**config.mk**
```make
export PLATFORM = sky130hd
export DESIGN_NAME = mem_wb_stage_flat
export DESIGN_NICKNAME = d
export VERILOG_FILES = /design/src/rtl/mem_wb_stage_if.sv /design/src/rtl/mem_wb_stage.sv /design/src/flat_wrapper.sv
export SDC_FILE = /design/constraint.sdc
export NUM_CORES = 1
export LEC_CHECK = 0
export CAP_MARGIN = 20
export CORE_ASPECT_RATIO = 1.25
export CORE_MARGIN = 2
export CORE_UTILIZATION = 40
export CTS_BUF_LIST = sky130_fd_sc_hd__clkbuf_16
export CTS_CLUSTER_DIAMETER = 80
export CTS_CLUSTER_SIZE = 16
export DETAILED_ROUTE_END_ITERATION = 8
export HOLD_SLACK_MARGIN = 0.08
export PLACE_DENSITY = 0.79
export SLEW_MARGIN = 20
export SYNTH_ARGS = -nofsm -noshare
export SYNTH_HDL_FRONTEND = slang
export SYNTH_SLANG_ARGS = --single-unit
```
**constraint.sdc**
```tcl
create_clock -name Clk -period 8.2 [get_ports Clk]
set_input_delay 1.64 -clock Clk [delete_from_list [all_inputs] [get_ports Clk]]
set_output_delay 1.64 -clock Clk [all_outputs]
set_load 0.02 [all_outputs]
```
**src/rtl/mem_wb_stage_if.sv**
```systemverilog
// mem_wb_stage_if: MEM-stage capture bus and register-file write port
//   M_Valid/M_RegWrite/M_Rw/M_WbSel/M_LoadType  MEM-stage control fields
//   M_AluOut/M_MemData/M_PcLink                 MEM-stage data fields
//   WE/Rw/busW                                  register-file write port
//   W_Valid                                     WB stage holds a real instruction
// master: the pipeline side driving the MEM fields; slave: the MEM/WB stage.
interface mem_wb_stage_if;
  logic        M_Valid;
  logic        M_RegWrite;
  logic [4:0]  M_Rw;
  logic [1:0]  M_WbSel;
  logic [2:0]  M_LoadType;
  logic [31:0] M_AluOut;
  logic [31:0] M_MemData;
  logic [31:0] M_PcLink;
  logic        WE;
  logic [4:0]  Rw;
  logic [31:0] busW;
  logic        W_Valid;

  modport master (
    output M_Valid, M_RegWrite, M_Rw, M_WbSel, M_LoadType,
           M_AluOut, M_MemData, M_PcLink,
    input  WE, Rw, busW, W_Valid
  );

  modport slave (
    input  M_Valid, M_RegWrite, M_Rw, M_WbSel, M_LoadType,
           M_AluOut, M_MemData, M_PcLink,
    output WE, Rw, busW, W_Valid
  );
endinterface

```
**src/rtl/mem_wb_stage.sv**
```systemverilog
// mem_wb_stage: MEM/WB pipeline register, write-back select and load alignment.
//   Clk      clock, all state updates on posedge
//   Rst_n    synchronous active-low reset
//   Stall    hold the current occupant
//   Flush    replace the occupant with a bubble (wins over Stall)
//   bus      MEM-stage fields in, register-file write port out
//   Retired  count of instructions leaving WB, wraps modulo 2^CNT_W
module mem_wb_stage #(
  parameter int unsigned CNT_W = 32
) (
  input  logic             Clk,
  input  logic             Rst_n,
  input  logic             Stall,
  input  logic             Flush,
  mem_wb_stage_if.slave    bus,
  output logic [CNT_W-1:0] Retired
);

  typedef enum logic [1:0] {
    WB_ALU  = 2'b00,
    WB_MEM  = 2'b01,
    WB_LINK = 2'b10,
    WB_ALU2 = 2'b11
  } wbsel_e;

  typedef enum logic [2:0] {
    LD_W  = 3'b000,
    LD_B  = 3'b001,
    LD_BU = 3'b010,
    LD_H  = 3'b011,
    LD_HU = 3'b100
  } load_e;

  logic             valid_q,    valid_d;
  logic             regwrite_q, regwrite_d;
  logic [4:0]       rw_q,       rw_d;
  logic [1:0]       wbsel_q,    wbsel_d;
  logic [2:0]       loadtype_q, loadtype_d;
  logic [31:0]      aluout_q,   aluout_d;
  logic [31:0]      memdata_q,  memdata_d;
  logic [31:0]      pclink_q,   pclink_d;
  logic [CNT_W-1:0] retired_q,  retired_d;

  logic             retire;
  logic [7:0]       ld_byte;
  logic [15:0]      ld_half;
  logic [31:0]      load_val;

  // Next-state: Flush beats Stall; a Flush also retires a valid occupant.
  always_comb begin
    valid_d    = valid_q;
    regwrite_d = regwrite_q;
    rw_d       = rw_q;
    wbsel_d    = wbsel_q;
    loadtype_d = loadtype_q;
    aluout_d   = aluout_q;
    memdata_d  = memdata_q;
    pclink_d   = pclink_q;
    retire     = valid_q & (Flush | ~Stall);
    retired_d  = retired_q + CNT_W'(retire);
    if (Flush) begin
      valid_d    = 1'b0;
      regwrite_d = 1'b0;
      rw_d       = '0;
      wbsel_d    = '0;
      loadtype_d = '0;
      aluout_d   = '0;
      memdata_d  = '0;
      pclink_d   = '0;
    end else if (!Stall) begin
      valid_d    = bus.M_Valid;
      regwrite_d = bus.M_RegWrite;
      rw_d       = bus.M_Rw;
      wbsel_d    = bus.M_WbSel;
      loadtype_d = bus.M_LoadType;
      aluout_d   = bus.M_AluOut;
      memdata_d  = bus.M_MemData;
      pclink_d   = bus.M_PcLink;
    end
  end

  always_ff @(posedge Clk) begin
    if (!Rst_n) begin
      valid_q    <= 1'b0;
      regwrite_q <= 1'b0;
      rw_q       <= '0;
      wbsel_q    <= '0;
      loadtype_q <= '0;
      aluout_q   <= '0;
      memdata_q  <= '0;
      pclink_q   <= '0;
      retired_q  <= '0;
    end else begin
      valid_q    <= valid_d;
      regwrite_q <= regwrite_d;
      rw_q       <= rw_d;
      wbsel_q    <= wbsel_d;
      loadtype_q <= loadtype_d;
      aluout_q   <= aluout_d;
      memdata_q  <= memdata_d;
      pclink_q   <= pclink_d;
      retired_q  <= retired_d;
    end
  end

  // Big-endian lanes: byte 0 is memdata[31:24]; halfword select uses a[1] only.
  always_comb begin
    ld_byte = 8'h00;
    case (aluout_q[1:0])
      2'd0: ld_byte = memdata_q[31:24];
      2'd1: ld_byte = memdata_q[23:16];
      2'd2: ld_byte = memdata_q[15:8];
      2'd3: ld_byte = memdata_q[7:0];
      default: ld_byte = 8'h00;
    endcase
    ld_half = aluout_q[1] ? memdata_q[15:0] : memdata_q[31:16];

    load_val = memdata_q;
    case (loadtype_q)
      LD_B:    load_val = {{24{ld_byte[7]}}, ld_byte};
      LD_BU:   load_val = {24'h000000, ld_byte};
      LD_H:    load_val = {{16{ld_half[15]}}, ld_half};
      LD_HU:   load_val = {16'h0000, ld_half};
      default: load_val = memdata_q;
    endcase
  end

  // WE is masked for $0 so the register-file bypass never returns nonzero for $0.
  always_comb begin
    bus.WE      = valid_q & regwrite_q & (rw_q != 5'd0);
    bus.Rw      = rw_q;
    bus.W_Valid = valid_q;
    case (wbsel_q)
      WB_MEM:  bus.busW = load_val;
      WB_LINK: bus.busW = pclink_q;
      default: bus.busW = aluout_q;
    endcase
  end

  assign Retired = retired_q;

endmodule

```
**src/flat_wrapper.sv**
```systemverilog
// flat-port wrapper written by rule: the top's interface ports become plain ports
module mem_wb_stage_flat 
#(
  parameter int unsigned CNT_W = 32
)
  (Clk, Rst_n, Stall, Flush, Retired, bus_M_Valid, bus_M_RegWrite, bus_M_Rw, bus_M_WbSel, bus_M_LoadType, bus_M_AluOut, bus_M_MemData, bus_M_PcLink, bus_WE, bus_Rw, bus_busW, bus_W_Valid);
  mem_wb_stage_if bus_i ();
  input  logic Clk;
  input  logic Rst_n;
  input  logic Stall;
  input  logic Flush;
  output logic [CNT_W-1:0] Retired;
  input wire logic [$bits(bus_i.M_Valid)-1:0] bus_M_Valid;
  input wire logic [$bits(bus_i.M_RegWrite)-1:0] bus_M_RegWrite;
  input wire logic [$bits(bus_i.M_Rw)-1:0] bus_M_Rw;
  input wire logic [$bits(bus_i.M_WbSel)-1:0] bus_M_WbSel;
  input wire logic [$bits(bus_i.M_LoadType)-1:0] bus_M_LoadType;
  input wire logic [$bits(bus_i.M_AluOut)-1:0] bus_M_AluOut;
  input wire logic [$bits(bus_i.M_MemData)-1:0] bus_M_MemData;
  input wire logic [$bits(bus_i.M_PcLink)-1:0] bus_M_PcLink;
  output wire logic [$bits(bus_i.WE)-1:0] bus_WE;
  output wire logic [$bits(bus_i.Rw)-1:0] bus_Rw;
  output wire logic [$bits(bus_i.busW)-1:0] bus_busW;
  output wire logic [$bits(bus_i.W_Valid)-1:0] bus_W_Valid;
  assign bus_i.M_Valid = bus_M_Valid;
  assign bus_i.M_RegWrite = bus_M_RegWrite;
  assign bus_i.M_Rw = bus_M_Rw;
  assign bus_i.M_WbSel = bus_M_WbSel;
  assign bus_i.M_LoadType = bus_M_LoadType;
  assign bus_i.M_AluOut = bus_M_AluOut;
  assign bus_i.M_MemData = bus_M_MemData;
  assign bus_i.M_PcLink = bus_M_PcLink;
  assign bus_WE = bus_i.WE;
  assign bus_Rw = bus_i.Rw;
  assign bus_busW = bus_i.busW;
  assign bus_W_Valid = bus_i.W_Valid;
  mem_wb_stage #(.CNT_W(CNT_W)) u_core (.Clk(Clk), .Rst_n(Rst_n), .Stall(Stall), .Flush(Flush), .bus(bus_i), .Retired(Retired));
endmodule
```
==> metrics.csv, run 1 <==
stage;metric;value;unit
layout;most common cell after layout, fill and taps aside;clkdlybuf4s50_1;
clock_network;clock root buffer;clkbuf_16;
placement;detailed placer's ending HPWL;13500;um
logic_synthesis;Post-Syn Area per Cell;8.91;um^2
clock_network;clk sink count;140;
clock_network;CTS H-tree depth;4;
worst_setup_path;WP data required;6560;ps
floorplanning;Die Width;121;um
grt;M3 GR Usage;0.0557;
clock_network;Num CTS Buffers;17;
grt;total grt overflow;0;
worst_setup_path;crit end category;output pin;
grt;vias in the first global route;5951;
power_and_ir_drop;PwrDens;181;nW/um^2
grt;first-pass GRT wire length;30100;um
floorplanning;Ports;183;
logic_synthesis;Post-Syn Instances;769;
status;outcome;complete, no violations;
floorplanning;initial core utilization;0.408;
logic_synthesis;Netlist Area Pre-Place;6850;um^2
clock_network;cts hold-fix bufs;0;
detailed_routing;Vias per Instance;5.47;
logic_synthesis;#FFs+latches synth;140;
worst_setup_path;reg2reg setup slack;5750;ps
placement;number of port buffers;182;
power_and_ir_drop;Leak Pwr;0.00358;uW
worst_setup_path;Worst EP arrival;3450;ps
layout;Layout area overhead;37.2;%
grt;all-layer global routing usage;0.210;
worst_setup_path;crit-path max FO;23;
clock_network;CTS clock-pin slew for the worst setup and hold paths;60;ps
sta;Final setup viols;0;
placement;placed cell area;8780;um^2
grt;busiest layer in global routing;met2;
detailed_routing;DR vias;6306;
logic_synthesis;post-synth net total;885;
worst_setup_path;CP Class;flop to output pin;
logic_synthesis;Main synth FF type;dfxtp_1;
grt;met2 Usage GRT;0.353;
sta;Max Clock Freq;0.196;GHz
sta;min Tclk post-route;5090;ps
logic_synthesis;async set or reset register ratio after synthesis;0;
worst_setup_path;CP Launch Type;flop;
run;Maximum Capacitance Violations;0;
sta;slew of the pin with the lowest slew margin;927;ps
placement;placer's final routability congestion estimate;0.856;
layout;commonest cells after routing, fill and taps aside;181 x clkdlybuf4s50_1, 140 x dfxtp_1, 127 x nor2_1, 117 x mux2i_1, 58 x a21oi_1;
floorplanning;die height;150;um
sta;part of the cycle the worst path needs;0.621;
clock_network;clock latency on the worst-skew pair;420;ps
sta;RSZ-0062 raised after global routing;false;
logic_synthesis;EDFF count, synth;0;
worst_hold_path;Min-Delay Path Class;flop to flop;
power_and_ir_drop;Worst VDD drop;0.138;mV
layout;layout cell share with drive strength beyond 1;0.0677;
grt;M1 GR Usage;0.252;
sta;endpoints failing hold;0;
layout;final-layout fill cell count;1481;
grt;largest net degree at the start of global routing;109;
sta;final slew viol count;0;
sta;Fin Clk Skew;5.99;ps
logic_synthesis;post-synthesis sequential area ratio;0.409;
layout;cell area after layout;9400;um^2
grt;initial antenna violation count;1;
detailed_routing;Final ANT Viol Nets;0;
clock_network;post-CTS setup buffers;0;
floorplanning;FP Rows;53;
floorplanning;Total Die Area;18200;um^2
detailed_routing;Initial DRC Count;638;
detailed_routing;drt first pass iters;6;
floorplanning;Core Region;16800;um^2
clock_network;post_cts resized;0;
logic_synthesis;Syn. warnings;0;
logic_synthesis;Synth cell types;55;
sta;setup tns final;0;ps
detailed_routing;WL per Instance;16.7;um
layout;# nets final;1034;
detailed_routing;drt drc;0;
detailed_routing;final wirelength;19200;um
clock_network;CTS tree;yes;
clock_network;clk buf depth;2;
sta;slew margin rel.;0.381;
==> flip-flops by register name (all words and copies together), names as in the netlist <==
| signal | count |
|---|---|
| u_core.pclink_q | 32 |
| u_core.memdata_q | 32 |
| u_core.loadtype_q | 3 |
| u_core.Retired | 32 |
| u_core.wbsel_q | 2 |
| u_core.aluout_q | 32 |
| u_core.regwrite_q | 1 |
| u_core.bus.W_Valid | 1 |
| u_core.bus.Rw | 5 |
==> cell type report <==
class	instances	area [um^2]	share of cell area
Timing Repair Buffer	188	1870	0.199
Tap cell	220	275	0.0293
Sequential cell	140	2800	0.298
Multi-Input combinational cell	561	3810	0.406
Clock buffer	17	425	0.0453
Antenna cell	1	2.50	0.000266
Clock inverter	15	174	0.0185
Inverter	10	37.5	0.00399
==> worst paths after layout <==
check	startpoint	to	cells after the start
hold / removal	u_core.Retired[31]	u_core.Retired[31]	2
hold reg to reg	u_core.Retired[31]	u_core.Retired[31]	2
setup / recovery	u_core.aluout_q[1]	bus_busW[12]	6
setup reg to reg	u_core.bus.W_Valid	u_core.Retired[26]	7
==> synthesized netlist by cell type, drive strengths merged, types with 2 or more instances <==
library cell	count	area share
o311ai	5	0.0064
and2	3	0.0027
nor2	127	0.070
a31oi	6	0.0055
and3	4	0.0037
nand3	12	0.0088
nand4	7	0.0086
clkbuf	47	0.026
or3	7	0.0071
o2111ai	16	0.020
a22oi	7	0.0077
nor4	5	0.0046
buf	11	0.0075
or3b	2	0.0026
o221ai	9	0.012
a221oi	7	0.0089
a21oi	58	0.042
nor2b	20	0.018
or4	9	0.010
xnor2	9	0.012
and4	4	0.0053
o41ai	6	0.0077
mux4	5	0.016
mux2i	117	0.17
xor2	4	0.0051
inv	10	0.0055
o31ai	6	0.0066
o21ai	14	0.010
ha	4	0.0073
nand2	51	0.028
mux2	8	0.013
dfxtp	140	0.41
nand2b	13	0.012
==> stage by stage <==
| step | std cells | setup WS (ps) | util | total power (uW) | hold WS [ps] |
|---|---|---|---|---|---|
| after global routing | 1152 | 2880 | 0.560 | 1770 | 501 |
| after floorplan | 769 | 3920 | - | 839 | 463 |
| after detailed placement | 1119 | 3660 | 0.523 | 941 | 475 |
| after CTS | 1151 | 3200 | 0.559 | 1720 | 484 |
| final | 1152 | 3110 | 0.560 | 1700 | 477 |
| after global placement | 1118 | 3280 | 0.523 | 938 | 456 |
==> worst max-delay path, stage by stage, from the launching register on <==
cell and delay, ps:
dfxtp_1 930, mux2i_1 310, a221oi_1 530, buf_2 290, a22oi_1 110, o221ai_1 230, clkdlybuf4s50_1 640
==> routing by layer <==
metal	wire length, um	part of all wire
met1	7830	0.41
met2	9530	0.50
met3	1280	0.067
met4	561	0.029
met5	0	0
==> logic make-up after synthesis <==
family / Yosys count / share of synthesized area
buffers and inverters: 68 / 0.0387
AO/OA/AOI/OAI: 144 / 0.139
multiplexers: 130 / 0.201
adder cells (fa/ha/maj): 5 / 0.00877
flip-flops: 140 / 0.409
AND/OR/NAND/NOR: 269 / 0.187
XOR/XNOR: 13 / 0.0166
==> power by group <==
part | total (uW) | switching (uW) | leakage (uW) | internal (uW)
registers | 716 | 17.5 | 0.00114 | 698
clock network | 775 | 297 | 0.000293 | 478
logic | 212 | 98.3 | 0.00215 | 114
No activity file was read; power rests on OpenSTA's default activity.
==> run 2: changes to the inputs <==
Clock period 8.2 ns to 5.1 ns, I/O delays scaled along.
==> run 2 against run 1 <==
First-iteration DRC count shrank 7.2%. Worst hold slack gained 14 ps. Critical endpoint is now bus_busW[23]. Clock skew grew 2.1 ps. Routed wire length grew 2.9%. Sequential share of layout area is essentially flat. Global-route usage grew 0.59 points. Setup slack lost 2500 ps. Register-to-register slack lost 3100 ps. Combinational power grew 62%. Sequential power grew 61%. Power grew 60%.
==> metrics.csv, run 2 (synthesis results as in run 1) <==
stage;metric;value;unit
detailed_routing;Final ANT Viol Nets;0;
sta;Final WS setup;633;ps
placement;placer's final routability congestion estimate;0.877;
sta;RSZ-0062 raised after global routing;false;
floorplanning;Core Region;16800;um^2
detailed_routing;WL per Instance;17.1;um
grt;vias in the first global route;5986;
sta;min Tclk post-route;4470;ps
sta;final slew viol count;0;
layout;Layout area overhead;37.1;%
clock_network;clk sink count;140;
detailed_routing;drt first pass iters;5;
floorplanning;Ports;183;
sta;endpoints failing hold;0;
floorplanning;Die Width;121;um
status;outcome;complete, no violations;
layout;layout cell share with drive strength beyond 1;0.0675;
placement;DP Worst Slack;1100;ps
clock_network;clk buf depth;2;
clock_network;post-CTS setup buffers;0;
worst_setup_path;crit-path max FO;23;
layout;# nets final;1037;
clock_network;CTS H-tree depth;4;
clock_network;CTS tree;yes;
sta;slew margin rel.;0.324;
power_and_ir_drop;Worst VDD drop;0.190;mV
sta;part of the cycle the worst path needs;0.876;
sta;Fin Clk Skew;8.08;ps
placement;number of port buffers;182;
sta;setup tns final;0;ps
grt;largest net degree at the start of global routing;71;
clock_network;clock root buffer;clkbuf_16;
power_and_ir_drop;PwrDens;290;nW/um^2
clock_network;post_cts resized;0;
clock_network;Num CTS Buffers;17;
floorplanning;initial core utilization;0.408;
worst_setup_path;CP Class;flop to output pin;
power_and_ir_drop;Final Power;2720;uW
detailed_routing;Vias per Instance;5.45;
detailed_routing;final wirelength;19800;um
worst_setup_path;crit end category;output pin;
clock_network;cts hold-fix bufs;0;
power_and_ir_drop;Leak Pwr;0.00359;uW
layout;commonest cells after routing, fill and taps aside;181 x clkdlybuf4s50_1, 140 x dfxtp_1, 127 x nor2_1, 117 x mux2i_1, 58 x a21oi_1;
worst_hold_path;Min-Delay Path Class;flop to flop;
floorplanning;die height;150;um
detailed_routing;drt drc;0;
sta;Max Clock Freq;0.224;GHz
sta;Final setup viols;0;
sta;slew of the pin with the lowest slew margin;1010;ps
grt;initial antenna violation count;0;
detailed_routing;Initial DRC Count;592;
floorplanning;Total Die Area;18200;um^2
detailed_routing;DR vias;6297;
worst_setup_path;FF-to-FF path depth;7;
run;Maximum Capacitance Violations;0;
layout;most common cell after layout, fill and taps aside;clkdlybuf4s50_1;
worst_setup_path;Worst EP arrival;3450;ps
clock_network;clock latency on the worst-skew pair;420;ps
grt;first-pass GRT wire length;30600;um
placement;detailed placer's ending HPWL;14100;um
floorplanning;FP Rows;53;
worst_setup_path;CP Launch Type;flop;
clock_network;CTS clock-pin slew for the worst setup and hold paths;60;ps
worst_setup_path;WP data required;4080;ps
grt;total grt overflow;0;
grt;all-layer global routing usage;0.216;
worst_hold_path;worst hold stages;2;
run 2: cell types whose count changed in the layout (fill, tap and decap cells not counted):
cell,before,now
buf_2,1,0
buf_4,4,9
buf_6,2,1
clkinv_1,0,4
clkinv_2,2,3
clkinvlp_4,3,2
inv_1,12,11
inv_6,3,0
xnor2_2,0,1
xnor2_4,1,0
run 2: final timing paths:
kind / start / to / slack [ps]
worst max-delay path: u_core.aluout_q[1] / bus_busW[23] / 630
worst min-delay path: u_core.Retired[31] / u_core.Retired[31] / 490
worst max register to register: u_core.bus.W_Valid / u_core.Retired[26] / 2680
worst min register to register: u_core.Retired[31] / u_core.Retired[31] / 490
run 2: cell type report:
class	instances	area (um^2)
Tap cell	220	275
Clock buffer	17	425
Sequential cell	140	2800
Timing Repair Buffer	191	1890
Antenna cell	1	2.50
Inverter	10	37.5
Multi-Input combinational cell	561	3800
Clock inverter	15	156
Fill cell	1521	7390
run 2: critical path: stages (launching register included):
cell             delay (ps)
dfxtp_1                 890
mux2i_1                 360
nand4b_1                700
o2111ai_1               400
a21oi_1                 120
clkdlybuf4s50_1         550
run 2: per-stage QoR:
step                      cells  cell area (um^2)   util  hold slack [ps]
after floorplan             769              6850      -              463
after global placement     1122              8810  0.525              457
after detailed placement   1122              8810  0.525              478
after CTS                  1154              9390  0.560              486
after global routing       1154              9390  0.560              519
final                      1155              9390  0.560              491
run 2: routing by layer:
| metal | share of wire | up-vias | global-route usage | wire length [um] |
|---|---|---|---|---|
| met1 | 0.41 | 2945 | 0.249 | 8030 |
| met2 | 0.49 | 222 | 0.363 | 9610 |
| met3 | 0.067 | 44 | 0.0606 | 1320 |
| met5 | 0 | - | 0 | 0 |
| met4 | 0.041 | 0 | 0.116 | 813 |
| li1 | - | 3086 | - | - |
run 2: power by group:
group,total [uW],internal (uW),switching [uW]
Clock,1230,758,470
Sequential,1150,1120,29.5
Combinational,343,184,159
Total,2720,2060,659
==> run 3: changes to the inputs <==
Settings changed: GPL_ROUTABILITY_DRIVEN set to 0, SETUP_SLACK_MARGIN set to 0.02.
==> results of run 3 <==
Same layout as run 2: the final DEF is identical, and so are final timing and power.
